$ cat config.mk
export PLATFORM = sky130hd
export DESIGN_NAME = linear_layer_start_fifo_srl
export DESIGN_NICKNAME = d
export VERILOG_FILES = /design/src/rtl/linear_layer_fifo_pkg.sv /design/src/rtl/linear_layer_start_fifo_srl_storage.sv /design/src/rtl/linear_layer_start_fifo_srl.sv
export SDC_FILE = /design/constraint.sdc
export NUM_CORES = 1
export LEC_CHECK = 0
export ABC_AREA = 1
export CAP_MARGIN = 5
export CORE_AREA = 2 2 39 41
export DETAILED_ROUTE_END_ITERATION = 6
export DIE_AREA = 0 0 41 43
export GPL_TIMING_DRIVEN = 0
export RECOVER_POWER = 50
export SETUP_SLACK_MARGIN = 0.3
export SLEW_MARGIN = 40
export SYNTH_ARGS = -nofsm -noshare
export SYNTH_HDL_FRONTEND = slang
export SYNTH_HIERARCHICAL = 1
export SYNTH_SLANG_ARGS = --single-unit
$ cat constraint.sdc
create_clock -name clk -period 2.7 [get_ports clk]
set_input_delay 0.27 -clock clk [delete_from_list [all_inputs] [get_ports clk]]
set_output_delay 0.27 -clock clk [all_outputs]
set_load 0.05 [all_outputs]
$ cat src/rtl/linear_layer_fifo_pkg.sv
// Shared helpers for the Linear_Layer start-token FIFOs: occupancy-counter width
// and the address-range sanity check used when a FIFO is elaborated.
package linear_layer_fifo_pkg;

    // The counter must hold every value 0..depth, hence depth+1 states.
    function automatic int cnt_width(input int depth);
        return $clog2(depth + 1);
    endfunction

    function automatic bit addr_fits(input int addr_width, input int depth);
        return (1 << addr_width) >= depth;
    endfunction

    localparam int DEFAULT_DEPTH = 2;
    localparam int CNT_W         = cnt_width(DEFAULT_DEPTH);

endpackage

$ cat src/rtl/linear_layer_start_fifo_srl_storage.sv
// SRL-style shift array: each write enters at entry 0 and pushes older tokens
// one slot deeper; the head is picked out by the controller's read address.
module linear_layer_start_fifo_srl_storage #(
    parameter int DATA_WIDTH = 1,
    parameter int ADDR_WIDTH = 1,
    parameter int DEPTH      = 2
) (
    input  logic                  clk,
    input  logic                  we,
    input  logic [ADDR_WIDTH-1:0] addr,
    input  logic [DATA_WIDTH-1:0] din,
    output logic [DATA_WIDTH-1:0] dout
);

    logic [DATA_WIDTH-1:0] mem [0:DEPTH-1];

    // No reset: contents are only meaningful below the occupancy count.
    always_ff @(posedge clk) begin
        if (we) begin
            mem[0] <= din;
            for (int i = 1; i < DEPTH; i++) begin
                mem[i] <= mem[i-1];
            end
        end
    end

    assign dout = mem[addr];

endmodule

$ cat src/rtl/linear_layer_start_fifo_srl.sv
// Start-token FIFO with HLS full_n/empty_n handshake over an SRL shift array.
// Define LINEAR_LAYER_START_FIFO_STATUS_EN to expose occupancy and capacity outputs.
module linear_layer_start_fifo_srl
    import linear_layer_fifo_pkg::*;
#(
    parameter int DATA_WIDTH = 1,
    parameter int ADDR_WIDTH = 1,
    parameter int DEPTH      = 2
) (
    input  logic                  clk,
    input  logic                  reset,
    input  logic                  if_write_ce,
    input  logic                  if_write,
    input  logic [DATA_WIDTH-1:0] if_din,
    output logic                  if_full_n,
    input  logic                  if_read_ce,
    input  logic                  if_read,
    output logic [DATA_WIDTH-1:0] if_dout,
    output logic                  if_empty_n
`ifdef LINEAR_LAYER_START_FIFO_STATUS_EN
    ,
    output logic [cnt_width(DEPTH)-1:0] if_num_data_valid,
    output logic [cnt_width(DEPTH)-1:0] if_fifo_cap
`endif
);

    localparam int CNT_WIDTH = cnt_width(DEPTH);
    localparam logic [CNT_WIDTH-1:0] CNT_ONE  = CNT_WIDTH'(1);
    localparam logic [CNT_WIDTH-1:0] CNT_ZERO = '0;
    localparam logic [CNT_WIDTH-1:0] CNT_FULL = CNT_WIDTH'(DEPTH);

    if (!addr_fits(ADDR_WIDTH, DEPTH)) begin : g_bad_addr_width
        $error("linear_layer_start_fifo_srl: ADDR_WIDTH too small for DEPTH");
    end

    logic                  push;
    logic                  pop;
    logic [CNT_WIDTH-1:0]  cnt;
    logic [CNT_WIDTH-1:0]  cnt_next;
    logic [CNT_WIDTH-1:0]  cnt_next_m1;
    logic [ADDR_WIDTH-1:0] addr;
    logic [ADDR_WIDTH-1:0] addr_next;

    // Requests against a deasserted flag fall away here, so they never touch state.
    assign push = if_write & if_write_ce & if_full_n;
    assign pop  = if_read  & if_read_ce  & if_empty_n;

    // cnt alone encodes EMPTY / PARTIAL / FULL; push+pop together leaves it
    // unchanged because the shift slides the next-oldest token into addr.
    always_comb begin
        cnt_next    = cnt;
        cnt_next_m1 = CNT_ZERO;
        addr_next   = '0;
        if (push && !pop) begin
            cnt_next = cnt + CNT_ONE;
        end else if (pop && !push) begin
            cnt_next = cnt - CNT_ONE;
        end
        if (cnt_next != CNT_ZERO) begin
            cnt_next_m1 = cnt_next - CNT_ONE;
            addr_next   = ADDR_WIDTH'(cnt_next_m1);
        end
    end

    // Flags are registered from the next count so they line up with the new head.
    always_ff @(posedge clk) begin
        if (reset) begin
            cnt        <= CNT_ZERO;
            addr       <= '0;
            if_empty_n <= 1'b0;
            if_full_n  <= 1'b1;
        end else begin
            cnt        <= cnt_next;
            addr       <= addr_next;
            if_empty_n <= (cnt_next != CNT_ZERO);
            if_full_n  <= (cnt_next != CNT_FULL);
        end
    end

    linear_layer_start_fifo_srl_storage #(
        .DATA_WIDTH (DATA_WIDTH),
        .ADDR_WIDTH (ADDR_WIDTH),
        .DEPTH      (DEPTH)
    ) u_storage (
        .clk  (clk),
        .we   (push),
        .addr (addr),
        .din  (if_din),
        .dout (if_dout)
    );

`ifdef LINEAR_LAYER_START_FIFO_STATUS_EN
    assign if_num_data_valid = cnt;
    assign if_fifo_cap       = CNT_FULL;
`endif

endmodule

==> metrics list <==
- The run finished with clean final reports.
* Hold slack: 459.5 ps
* Setup Viol. Count Final: 0
- Static timing analysis puts the maximum clock frequency at 573.0 MHz.
* Crit path top cell by count: sky130_fd_sc_hd__nand2_1
* Worst setup path category: reg -> out
* Internal power: roughly 0.20 mW
- Vias in the first global route: 295
- The tightest min-delay check is of the reg -> reg type.
- Total detailed-routing wirelength: between 600 and 700 um
- After detailed routing, the number of remaining DRC violations is 0.
- In this run the horizontal extent of the chip is 41 um.
* CTS tree: yes
- The die is 43 um tall.
- Counting every net in the synthesized netlist gives 57.
* Proportion of synthesized chip area in sequential cells: a little over two fifths
- Worst endpoint required time: 2430 ps
* Post-DR vias/cell: 4.304
- Asr flop ratio synth: 0%
* Root buffer cell: sky130_fd_sc_hd__clkbuf_4
- Slowest stage delay, CP: 790 ps
- In this run the tightest slew margin relative to its limit is roughly two thirds.
- Proportion of netlist area held by the largest area contributor: between 20% and 30%
- The clock reaches the later pin of the worst-skew pair after between 200 and 250 ps.
* Shortest period the worst path allows: 1745 ps
- Boundary Pins: 10
* Tightest Pin Transition: 499.9 ps
- Syn_area_per_cell: between 7 and 8 um2
- In the synthesized netlist the dominant register cell turns out to be sky130_fd_sc_hd__dfxtp_1.
* Final HPWL from detailed placement: between 500 and 600 um
* Count of inserted antenna diode cells: 0
* Total count of hold-check failures in the final report: 0
- Power share of the sequential group: 42.6%
* Core area: 0.001384 mm2
* Sequential cell area: 160.2 um2
- Hold buffer count at cts: 0
- CP Capture Type: output port
- For this design the static power due to leakage is 0.2548 nW.
- Buffers & Inverters on Critical Path: 1
* CP startpoint kind: flip-flop
- Post-CTS repair changed the size of 0 cells.
- For this design the total switching power over the nets is approximately 0.09 mW.
- Initial antenna violation count: 0
- Final global-route overflow total: 0
- Post-synthesis register bit count: 7
- Of all nets on the critical path, the largest fanout is 2.
- Vias after detailed routing: 340
* Post-Syn Instances: 50
- Number of distinct library cells after synthesis: 12
- Aggregate negative setup slack: 0 ps
* Iteration count of the initial detailed-routing pass: 3
- In the post-synthesis netlist, the biggest area contributors are sky130_fd_sc_hd__dfxtp_1 26%, sky130_fd_sc_hd__nand2_1 18%, sky130_fd_sc_hd__edfxtp_1 16%.
- Fin crit share: 64.64%
- Proportion of power drawn by the clock network: 30.6%
- The worst hold path was traced through 0 stages.
- Combinational cells account for 26.8% of the total power.
- WL/cell: 7.722 um
- Setup repair bufs after CTS: 0
* Count of antenna-violating nets left after detailed routing: 0
- Maximum buffer depth of the clock tree: 2
- Area growth from synthesis to layout: 32.78%
- Number of clock sinks seen by CTS: 7
* Initial Util: between 20% and 30%
- In the post-synthesis netlist, the cell with the most instances is sky130_fd_sc_hd__nand2_1.
- Total CTS buffers: 3
- In this run the core area contains 14 standard-cell rows.
- Initial DRC count: 7
* Fill count: 153
- Cells with a size suffix above 1 make up ~17% of the layout.
- Switching part of the total: 30.27%
* Depth of the critical timing path with buffers and inverters included: 3
- Summing all multi-input logic gate instances after layout gives around 170 um2.
- At the worst endpoint, the arrival time is roughly 1500 ps.
- Final Net Count: 71
- The floorplan step defined a die boundary enclosing 0.001763 mm2.
- Family of cells with the greatest summed delay on the critical path: buffers and inverters
- RSZ-0062 raised after global routing: no
* Max IR drop VDD: 376.9 uV
- Count of maximum capacitance violations: 0
* Synth top cells by count: 18 x sky130_fd_sc_hd__nand2_1, 8 x sky130_fd_sc_hd__inv_1, 5 x sky130_fd_sc_hd__dfxtp_1, 5 x sky130_fd_sc_hd__nand2_2, 4 x sky130_fd_sc_hd__nand3_1
* Final weighted congestion of routability-driven global placement: 0.7542
- Global routing used just under 10% of the available tracks across all layers.
- Clock slew seen by the registers of the worst setup and hold paths: 50 ps
* Cells along the critical path: nand2_1, nand2_1, clkdlybuf4s50_1
* Highest-delay cell along the critical path: sky130_fd_sc_hd__clkdlybuf4s50_1
- During synthesis, Yosys emitted a total of 6 warnings.
- In this run the cell area of the synthesized design comes to approximately 380 um2.
* Number of enable flip-flop cells after synthesis: 2
* Port-buffer cells: 9
- The first global-routing pass estimated 1.090 mm of wire.
- Dominant cell type by area after synthesis: sky130_fd_sc_hd__dfxtp_1
* H-tree lvl count: 1
- The number of cells on the worst reg-to-reg path is 7.
* Power density normalized to cell area: 581.5 mW/mm2
- Entering global routing, the biggest net connects 6 pins.
- The final max-slew violation count came to 0.
- Fin Clk Skew: between 2 and 2.5 ps
==> worst paths after layout <==
path / start / to / slack (ps)
worst max register to register: if_full_n / if_empty_n / 1570
worst min-delay path: u_storage/mem[0] / u_storage/mem[1] / 460
worst max-delay path: u_storage/mem[0] / if_dout / 950
worst min register to register: u_storage/mem[0] / u_storage/mem[1] / 460
==> registers in the layout, indices dropped and copies added, names as in the netlist <==
| register | cells |
|---|---|
| cnt | 2 |
| u_storage/mem | 2 |
| addr | 1 |
| if_empty_n | 1 |
| if_full_n | 1 |
==> cell usage in the layout, fill, tap and decap left out <==
cell type / instances
sky130_fd_sc_hd__dlygate4sd3_1: 2
sky130_fd_sc_hd__nor2_8: 1
sky130_fd_sc_hd__nand4_1: 2
sky130_fd_sc_hd__nor2_2: 1
sky130_fd_sc_hd__clkbuf_1: 1
sky130_fd_sc_hd__inv_1: 8
sky130_fd_sc_hd__edfxtp_1: 2
sky130_fd_sc_hd__nand2_2: 4
sky130_fd_sc_hd__nand3_1: 6
sky130_fd_sc_hd__inv_2: 1
sky130_fd_sc_hd__clkdlybuf4s50_1: 7
sky130_fd_sc_hd__dfxtp_1: 5
sky130_fd_sc_hd__inv_4: 1
sky130_fd_sc_hd__nand2_1: 19
sky130_fd_sc_hd__clkbuf_4: 3
==> power groups by stage <==
stage | Combinational (mW) | Clock (mW) | Sequential (mW)
2_1_floorplan | 0.0439 | 0 | 0.138
3_3_place_gp | 0.0811 | 0 | 0.127
3_5_place_dp | 0.0816 | 0 | 0.127
4_1_cts | 0.0819 | 0.0950 | 0.125
5_1_grt | 0.0867 | 0.103 | 0.125
6_report | 0.0781 | 0.0893 | 0.124
==> per-layer routing <==
metal | global-route usage, % | routed length (um) | up-vias
met3 | 6.283 | 53 | 0
met5 | 0 | 0 | -
met2 | 11.56 | 260 | 10
met4 | 6.000 | 0 | 0
li1 | - | - | 182
met1 | 12.21 | 296 | 148
==> cells by family (layout without fill, tap and decap cells) <==
family,after synthesis,in the layout,share of synthesized area (%)
AND/OR/NAND/NOR,33,33,47.02
buffers and inverters,10,23,10.60
flip-flops,7,7,42.39
==> cell type report <==
cell class                      count  share of cell area [%]
Clock buffer                        4                   5.237
Inverter                           10                   7.980
Multi-Input combinational cell     33                   32.92
Sequential cell                     7                   31.92
Tap cell                           16                   3.990
Timing Repair Buffer                9                   17.96
==> metrics by stage <==
stage	power, mW	setup WS, ps	instance area, um2	std cells	utilization, %
floorplan	0.1818	1330	377.9	50	-
global placement	0.2077	1215	488.0	75	35.26
detailed placement	0.2083	1202	488.0	75	35.26
CTS	0.3016	932.2	514.2	79	37.16
global route	0.3150	858.8	501.7	79	36.26
finish	0.2918	954.7	501.7	79	36.26
(Power assumes the default switching activity.)
